--- config.mk ---
export PLATFORM = sky130hd
export DESIGN_NAME = bram_port_arbiter_flat
export DESIGN_NICKNAME = d
export VERILOG_FILES = /design/src/rtl/bram_port_arbiter_if.sv /design/src/rtl/bram_port_arbiter.sv /design/src/flat_wrapper.sv
export SDC_FILE = /design/constraint.sdc
export NUM_CORES = 1
export LEC_CHECK = 0
export CAP_MARGIN = 15
export CORE_AREA = 2 2 101 103
export CTS_CLUSTER_SIZE = 8
export DETAILED_ROUTE_END_ITERATION = 12
export DIE_AREA = 0 0 103 105
export PLACE_DENSITY = 0.68
export SLEW_MARGIN = 20
export SYNTH_ARGS = -nofsm -noshare
export SYNTH_HDL_FRONTEND = slang
export SYNTH_SLANG_ARGS = --single-unit
export TNS_END_PERCENT = 20
--- constraint.sdc ---
create_clock -name clk -period 4.5 [get_ports clk]
set_input_delay 0.45 -clock clk [delete_from_list [all_inputs] [get_ports clk]]
set_output_delay 0.45 -clock clk [all_outputs]
set_load 0.05 [all_outputs]
--- src/rtl/bram_port_arbiter_if.sv ---
// Bundle of the CPU port, host port and BRAM data port seen by bram_port_arbiter.
// slave is the arbiter's view; master is the surrounding CPU/host/BRAM environment.
interface bram_port_arbiter_if #(
    parameter int ADDR_WIDTH = 16,
    parameter int DATA_WIDTH = 32
);
    localparam int WE_WIDTH = DATA_WIDTH / 8;

    logic                  c_req;
    logic [WE_WIDTH-1:0]   c_we;
    logic [ADDR_WIDTH-1:0] c_addr;
    logic [DATA_WIDTH-1:0] c_wdata;
    logic                  c_gnt;
    logic                  c_rvalid;
    logic [DATA_WIDTH-1:0] c_rdata;

    logic                  h_req;
    logic [WE_WIDTH-1:0]   h_we;
    logic [ADDR_WIDTH-1:0] h_addr;
    logic [DATA_WIDTH-1:0] h_wdata;
    logic                  h_lock;
    logic                  h_gnt;
    logic                  h_rvalid;
    logic [DATA_WIDTH-1:0] h_rdata;

    logic [ADDR_WIDTH-1:0] bram_addr;
    logic [WE_WIDTH-1:0]   bram_we;
    logic [DATA_WIDTH-1:0] bram_din;
    logic [DATA_WIDTH-1:0] bram_dout;

    logic                  locked;

    modport slave (
        input  c_req, c_we, c_addr, c_wdata,
        output c_gnt, c_rvalid, c_rdata,
        input  h_req, h_we, h_addr, h_wdata, h_lock,
        output h_gnt, h_rvalid, h_rdata,
        output bram_addr, bram_we, bram_din,
        input  bram_dout,
        output locked
    );

    modport master (
        output c_req, c_we, c_addr, c_wdata,
        input  c_gnt, c_rvalid, c_rdata,
        output h_req, h_we, h_addr, h_wdata, h_lock,
        input  h_gnt, h_rvalid, h_rdata,
        input  bram_addr, bram_we, bram_din,
        output bram_dout,
        input  locked
    );
endinterface

--- src/rtl/bram_port_arbiter.sv ---
// Shares one BRAM port between CPU and host: CPU priority, host starvation guard, host lock.
// Grant is combinational (0 cycles), read data returns 1 cycle after grant; losers simply hold their request.
module bram_port_arbiter #(
    parameter int ADDR_WIDTH   = 16,
    parameter int DATA_WIDTH   = 32,
    parameter int STARVE_LIMIT = 8
) (
    input  logic                 clk,
    input  logic                 rst_n,
    bram_port_arbiter_if.slave   bus
);
    localparam int WE_WIDTH = DATA_WIDTH / 8;
    localparam int CNT_W    = $clog2(STARVE_LIMIT + 1);
    localparam logic [CNT_W-1:0] CNT_MAX = CNT_W'(STARVE_LIMIT);

    typedef enum logic {
        OPEN   = 1'b0,
        LOCKED = 1'b1
    } state_t;

    state_t            r_state;
    logic [CNT_W-1:0]  r_starve_cnt;
    logic              r_c_rvalid;
    logic              r_h_rvalid;

    logic                  w_c_gnt;
    logic                  w_h_gnt;
    logic                  w_starved;
    logic [ADDR_WIDTH-1:0] w_bram_addr;
    logic [WE_WIDTH-1:0]   w_bram_we;
    logic [DATA_WIDTH-1:0] w_bram_din;

    assign w_starved = (r_starve_cnt == CNT_MAX);

    // Reset gates the grants so nothing reaches the BRAM while rst_n is low.
    always_comb begin
        w_c_gnt = 1'b0;
        w_h_gnt = 1'b0;
        if (rst_n) begin
            if (r_state == LOCKED) begin
                w_h_gnt = bus.h_req;
            end else if (bus.h_req && w_starved) begin
                w_h_gnt = 1'b1;
            end else if (bus.c_req) begin
                w_c_gnt = 1'b1;
            end else if (bus.h_req) begin
                w_h_gnt = 1'b1;
            end
        end
    end

    always_comb begin
        w_bram_addr = '0;
        w_bram_we   = '0;
        w_bram_din  = '0;
        if (w_c_gnt) begin
            w_bram_addr = bus.c_addr;
            w_bram_we   = bus.c_we;
            w_bram_din  = bus.c_wdata;
        end else if (w_h_gnt) begin
            w_bram_addr = bus.h_addr;
            w_bram_we   = bus.h_we;
            w_bram_din  = bus.h_wdata;
        end
    end

    always_ff @(posedge clk) begin
        if (!rst_n) begin
            r_state      <= OPEN;
            r_starve_cnt <= '0;
            r_c_rvalid   <= 1'b0;
            r_h_rvalid   <= 1'b0;
        end else begin
            case (r_state)
                OPEN:    if (w_h_gnt && bus.h_lock) r_state <= LOCKED;
                LOCKED:  if (!bus.h_lock)           r_state <= OPEN;
                default:                            r_state <= OPEN;
            endcase

            // Counts only cycles where the host asked and lost; saturates at the limit.
            if (w_h_gnt || !bus.h_req) begin
                r_starve_cnt <= '0;
            end else if (!w_starved) begin
                r_starve_cnt <= r_starve_cnt + 1'b1;
            end

            r_c_rvalid <= w_c_gnt && (bus.c_we == '0);
            r_h_rvalid <= w_h_gnt && (bus.h_we == '0);
        end
    end

    assign bus.c_gnt     = w_c_gnt;
    assign bus.h_gnt     = w_h_gnt;
    assign bus.c_rvalid  = r_c_rvalid;
    assign bus.h_rvalid  = r_h_rvalid;
    assign bus.c_rdata   = bus.bram_dout;
    assign bus.h_rdata   = bus.bram_dout;
    assign bus.bram_addr = w_bram_addr;
    assign bus.bram_we   = w_bram_we;
    assign bus.bram_din  = w_bram_din;
    assign bus.locked    = (r_state == LOCKED);

endmodule

--- src/flat_wrapper.sv ---
// flat-port wrapper written by rule: the top's interface ports become plain ports
module bram_port_arbiter_flat 
#(
    parameter int ADDR_WIDTH   = 16,
    parameter int DATA_WIDTH   = 32,
    parameter int STARVE_LIMIT = 8
)
  (clk, rst_n, bus_c_req, bus_c_we, bus_c_addr, bus_c_wdata, bus_c_gnt, bus_c_rvalid, bus_c_rdata, bus_h_req, bus_h_we, bus_h_addr, bus_h_wdata, bus_h_lock, bus_h_gnt, bus_h_rvalid, bus_h_rdata, bus_bram_addr, bus_bram_we, bus_bram_din, bus_bram_dout, bus_locked);
  bram_port_arbiter_if #(.ADDR_WIDTH(ADDR_WIDTH), .DATA_WIDTH(DATA_WIDTH)) bus_i ();
  input  logic clk;
  input  logic rst_n;
  input wire logic [$bits(bus_i.c_req)-1:0] bus_c_req;
  input wire logic [$bits(bus_i.c_we)-1:0] bus_c_we;
  input wire logic [$bits(bus_i.c_addr)-1:0] bus_c_addr;
  input wire logic [$bits(bus_i.c_wdata)-1:0] bus_c_wdata;
  output wire logic [$bits(bus_i.c_gnt)-1:0] bus_c_gnt;
  output wire logic [$bits(bus_i.c_rvalid)-1:0] bus_c_rvalid;
  output wire logic [$bits(bus_i.c_rdata)-1:0] bus_c_rdata;
  input wire logic [$bits(bus_i.h_req)-1:0] bus_h_req;
  input wire logic [$bits(bus_i.h_we)-1:0] bus_h_we;
  input wire logic [$bits(bus_i.h_addr)-1:0] bus_h_addr;
  input wire logic [$bits(bus_i.h_wdata)-1:0] bus_h_wdata;
  input wire logic [$bits(bus_i.h_lock)-1:0] bus_h_lock;
  output wire logic [$bits(bus_i.h_gnt)-1:0] bus_h_gnt;
  output wire logic [$bits(bus_i.h_rvalid)-1:0] bus_h_rvalid;
  output wire logic [$bits(bus_i.h_rdata)-1:0] bus_h_rdata;
  output wire logic [$bits(bus_i.bram_addr)-1:0] bus_bram_addr;
  output wire logic [$bits(bus_i.bram_we)-1:0] bus_bram_we;
  output wire logic [$bits(bus_i.bram_din)-1:0] bus_bram_din;
  input wire logic [$bits(bus_i.bram_dout)-1:0] bus_bram_dout;
  output wire logic [$bits(bus_i.locked)-1:0] bus_locked;
  assign bus_i.c_req = bus_c_req;
  assign bus_i.c_we = bus_c_we;
  assign bus_i.c_addr = bus_c_addr;
  assign bus_i.c_wdata = bus_c_wdata;
  assign bus_c_gnt = bus_i.c_gnt;
  assign bus_c_rvalid = bus_i.c_rvalid;
  assign bus_c_rdata = bus_i.c_rdata;
  assign bus_i.h_req = bus_h_req;
  assign bus_i.h_we = bus_h_we;
  assign bus_i.h_addr = bus_h_addr;
  assign bus_i.h_wdata = bus_h_wdata;
  assign bus_i.h_lock = bus_h_lock;
  assign bus_h_gnt = bus_i.h_gnt;
  assign bus_h_rvalid = bus_i.h_rvalid;
  assign bus_h_rdata = bus_i.h_rdata;
  assign bus_bram_addr = bus_i.bram_addr;
  assign bus_bram_we = bus_i.bram_we;
  assign bus_bram_din = bus_i.bram_din;
  assign bus_i.bram_dout = bus_bram_dout;
  assign bus_locked = bus_i.locked;
  bram_port_arbiter #(.ADDR_WIDTH(ADDR_WIDTH), .DATA_WIDTH(DATA_WIDTH), .STARVE_LIMIT(STARVE_LIMIT)) u_core (.clk(clk), .rst_n(rst_n), .bus(bus_i));
endmodule
==> summary.txt <==
Initial Util = 20.6%
IO Pins = 262
crit path time final = 3750 ps
Num CTS Buffers = 3
EDFF count, synth = 0
Final Util = 33.5%
Antenna diodes = 0
Startpoint Class = flip-flop
Overall Power = 539 uW
placed cell area = 0.00319 mm2
syn nets = 422
DR vias = 2131
Final Cycle Share = 83.3%
Fin. Hold Viols = 0
GRT Total Usage = 11.9%
Largest stage delay, worst path = 760 ps
WS Path Type = flip-flop to primary output
Worst-path clk slew = 40 ps
Post-synth top flop = dfxtp_1
critical path peak fanout = 32
gr ovfl total = 0
# resized after CTS = 0
P&R area growth vs syn = 62.6%
fmax = 267 MHz
post-DR wirelength/cell = 14.1 um
post-synth cell types = 28
Leak = 0.00115 uW
post-route cell area = 0.00323 mm2
critical-path cell list = inv_1 -> ha_1 -> and3b_1 -> a21o_2 -> buf_4 -> o22ai_1 -> clkdlybuf4s50_1
min setup slack post-route = 749 ps
pre-CTS setup slack = 849 ps
count leader, synth = nand2_1
Row Count = 36
later-pin clock latency in the skew report = 230 ps
Slowest-stage cell, CP = a21o_2
Hold Crit Class = flip-flop to flip-flop
Crit. End Element = primary output
max cap viols = 0
IO Port Bufs = 165
DIE AREA = 0.0108 mm2
clock skew = 1.67 ps
post-synthesis average cell area = 7.13 um2
Post-Route WL = 7000 um
outcome = finished, final reports clean
Post-Syn Instances = 279
post-synthesis sequential area ratio = 7.05%
number of routed nets with antenna violations = 0
Max VDD drop = 0.0000713 V
cell accounting for the most synthesized area = o22ai_2
commonest cells in the netlist = nand2_1 (106), buf_4 (69), o22ai_2 (48), clkbuf_1 (9), dfxtp_1 (7)
vias in the first global route = 2211
postcts setup bufs = 0
Yosys top cell area share = 30.2%
Via-to-Cell Ratio = 4.30
worst rel slew slack = 36.4%
die width = 103 um
reg-to-reg startpoint = u_core.r_starve_cnt[0]$_SDFFE_PP0P_
initial antenna violation count = 0
GPL Wtd Cong = 0.734
post-synthesis instance area = 0.00199 mm2
setup_tns = 0 ps
Worst Setup SP = u_core.r_starve_cnt[0]$_SDFFE_PP0P_
CTS tree = done
initial DRC count = 70
layout cells sized above 1 = 16.0%
unrepaired setup endpoints after global routing = no
WP data required = 4050 ps
fin nets = 507
HPWL Detailed = 5400 um
largest net degree at the start of global routing = 108
ranking of synthesized cells by area = o22ai_2 (30%), buf_4 (26%), nand2_1 (20%)
Clock Tree Root = clkbuf_8
post-synthesis async set-or-reset flop share = 0%
Final Max Tran Viols = 0
Yosys reg bits = 7
Die Span Y = 105 um
Pre-Repair DR Iteration Count = 6
CORE AREA = 0.00964 mm2
DRC = 0
global-route wire length before repair = 10400 um
H-tree depth = 1
# hold bufs at CTS = 0
Yosys warnings = 0
endpoints failing setup = 0
PwrDens = 167 mW/mm2
Data arrival, critical path = 3300 ps
Hold Path Origin = u_core.bus.locked$_SDFF_PN0_
number of clock sinks = 7
Worst-Margin Slew = 954 ps
Clock Tree Buf Depth = 2
power breakdown:
group | total (uW) | internal (uW) | switching, uW
combinational | 387 | 174 | 213
sequential | 64.1 | 63.3 | 0.796
clock | 87.4 | 61.2 | 26.2
total | 539 | 299 | 240
critical path, delay by kind of cell, from the launching register on:
family,cells,cell delay (ps)
buf+inv,3,1310
flops,1,330
fa+ha+maj,1,180
simple gates,1,300
compound gates,2,910
worst paths after layout:
check	slack, ps	cells past startpoint	endpoint
max	750	7	bus_bram_din[31]
min	480	2	u_core.bus.locked$_SDFF_PN0_
max reg2reg	2430	6	u_core.bus.h_rvalid$_SDFF_PN0_
min reg2reg	480	2	u_core.bus.locked$_SDFF_PN0_
stage by stage:
stage,hold WS [ps],std cells
2_1_floorplan,454,279
4_1_cts,487,496
3_5_place_dp,482,492
3_3_place_gp,473,492
6_report,485,496
5_1_grt,505,496
routing by layer:
metal,vias up,wire [um],global-route usage [%]
met1,966,2530,12.1
met3,27,628,2.94
met2,94,3640,22.3
met5,-,0,0
li1,1044,-,-
met4,0,200,5.26
area by class of cell:
cell class | count | area [um2]
clock buffers | 4 | 45.0
fillers | 1062 | 6410
inverters | 4 | 15.0
multi-input cells | 181 | 1200
flip-flops and latches | 7 | 140
well taps | 133 | 166
repair buffers | 167 | 1660
registers in the layout, summed over array words and instances, names as in the netlist:
| register | count |
|---|---|
| u_core.bus.c_rvalid | 1 |
| u_core.bus.h_rvalid | 1 |
| u_core.r_starve_cnt | 4 |
| u_core.bus.locked | 1 |
placed cells by master (no fill, tap or decap), drive strengths merged, types with 3 or more instances in the layout:
cell type / n
inv: 4
o22ai: 52
clkbuf: 4
clkdlybuf4s50: 164
dfxtp: 7
nor3: 3
nand2: 106
buf: 3
cells by family after synthesis:
logic type                 Yosys count  share of synthesized area, %
AOI/OAI and AO/OA                   58                          33.9
adders and majority gates            2                          1.26
buffers and inverters               91                          32.6
DFF                                  7                          7.05
and+or+nand+nor                    121                          25.2
No activity file was read; power rests on OpenSTA's default activity.
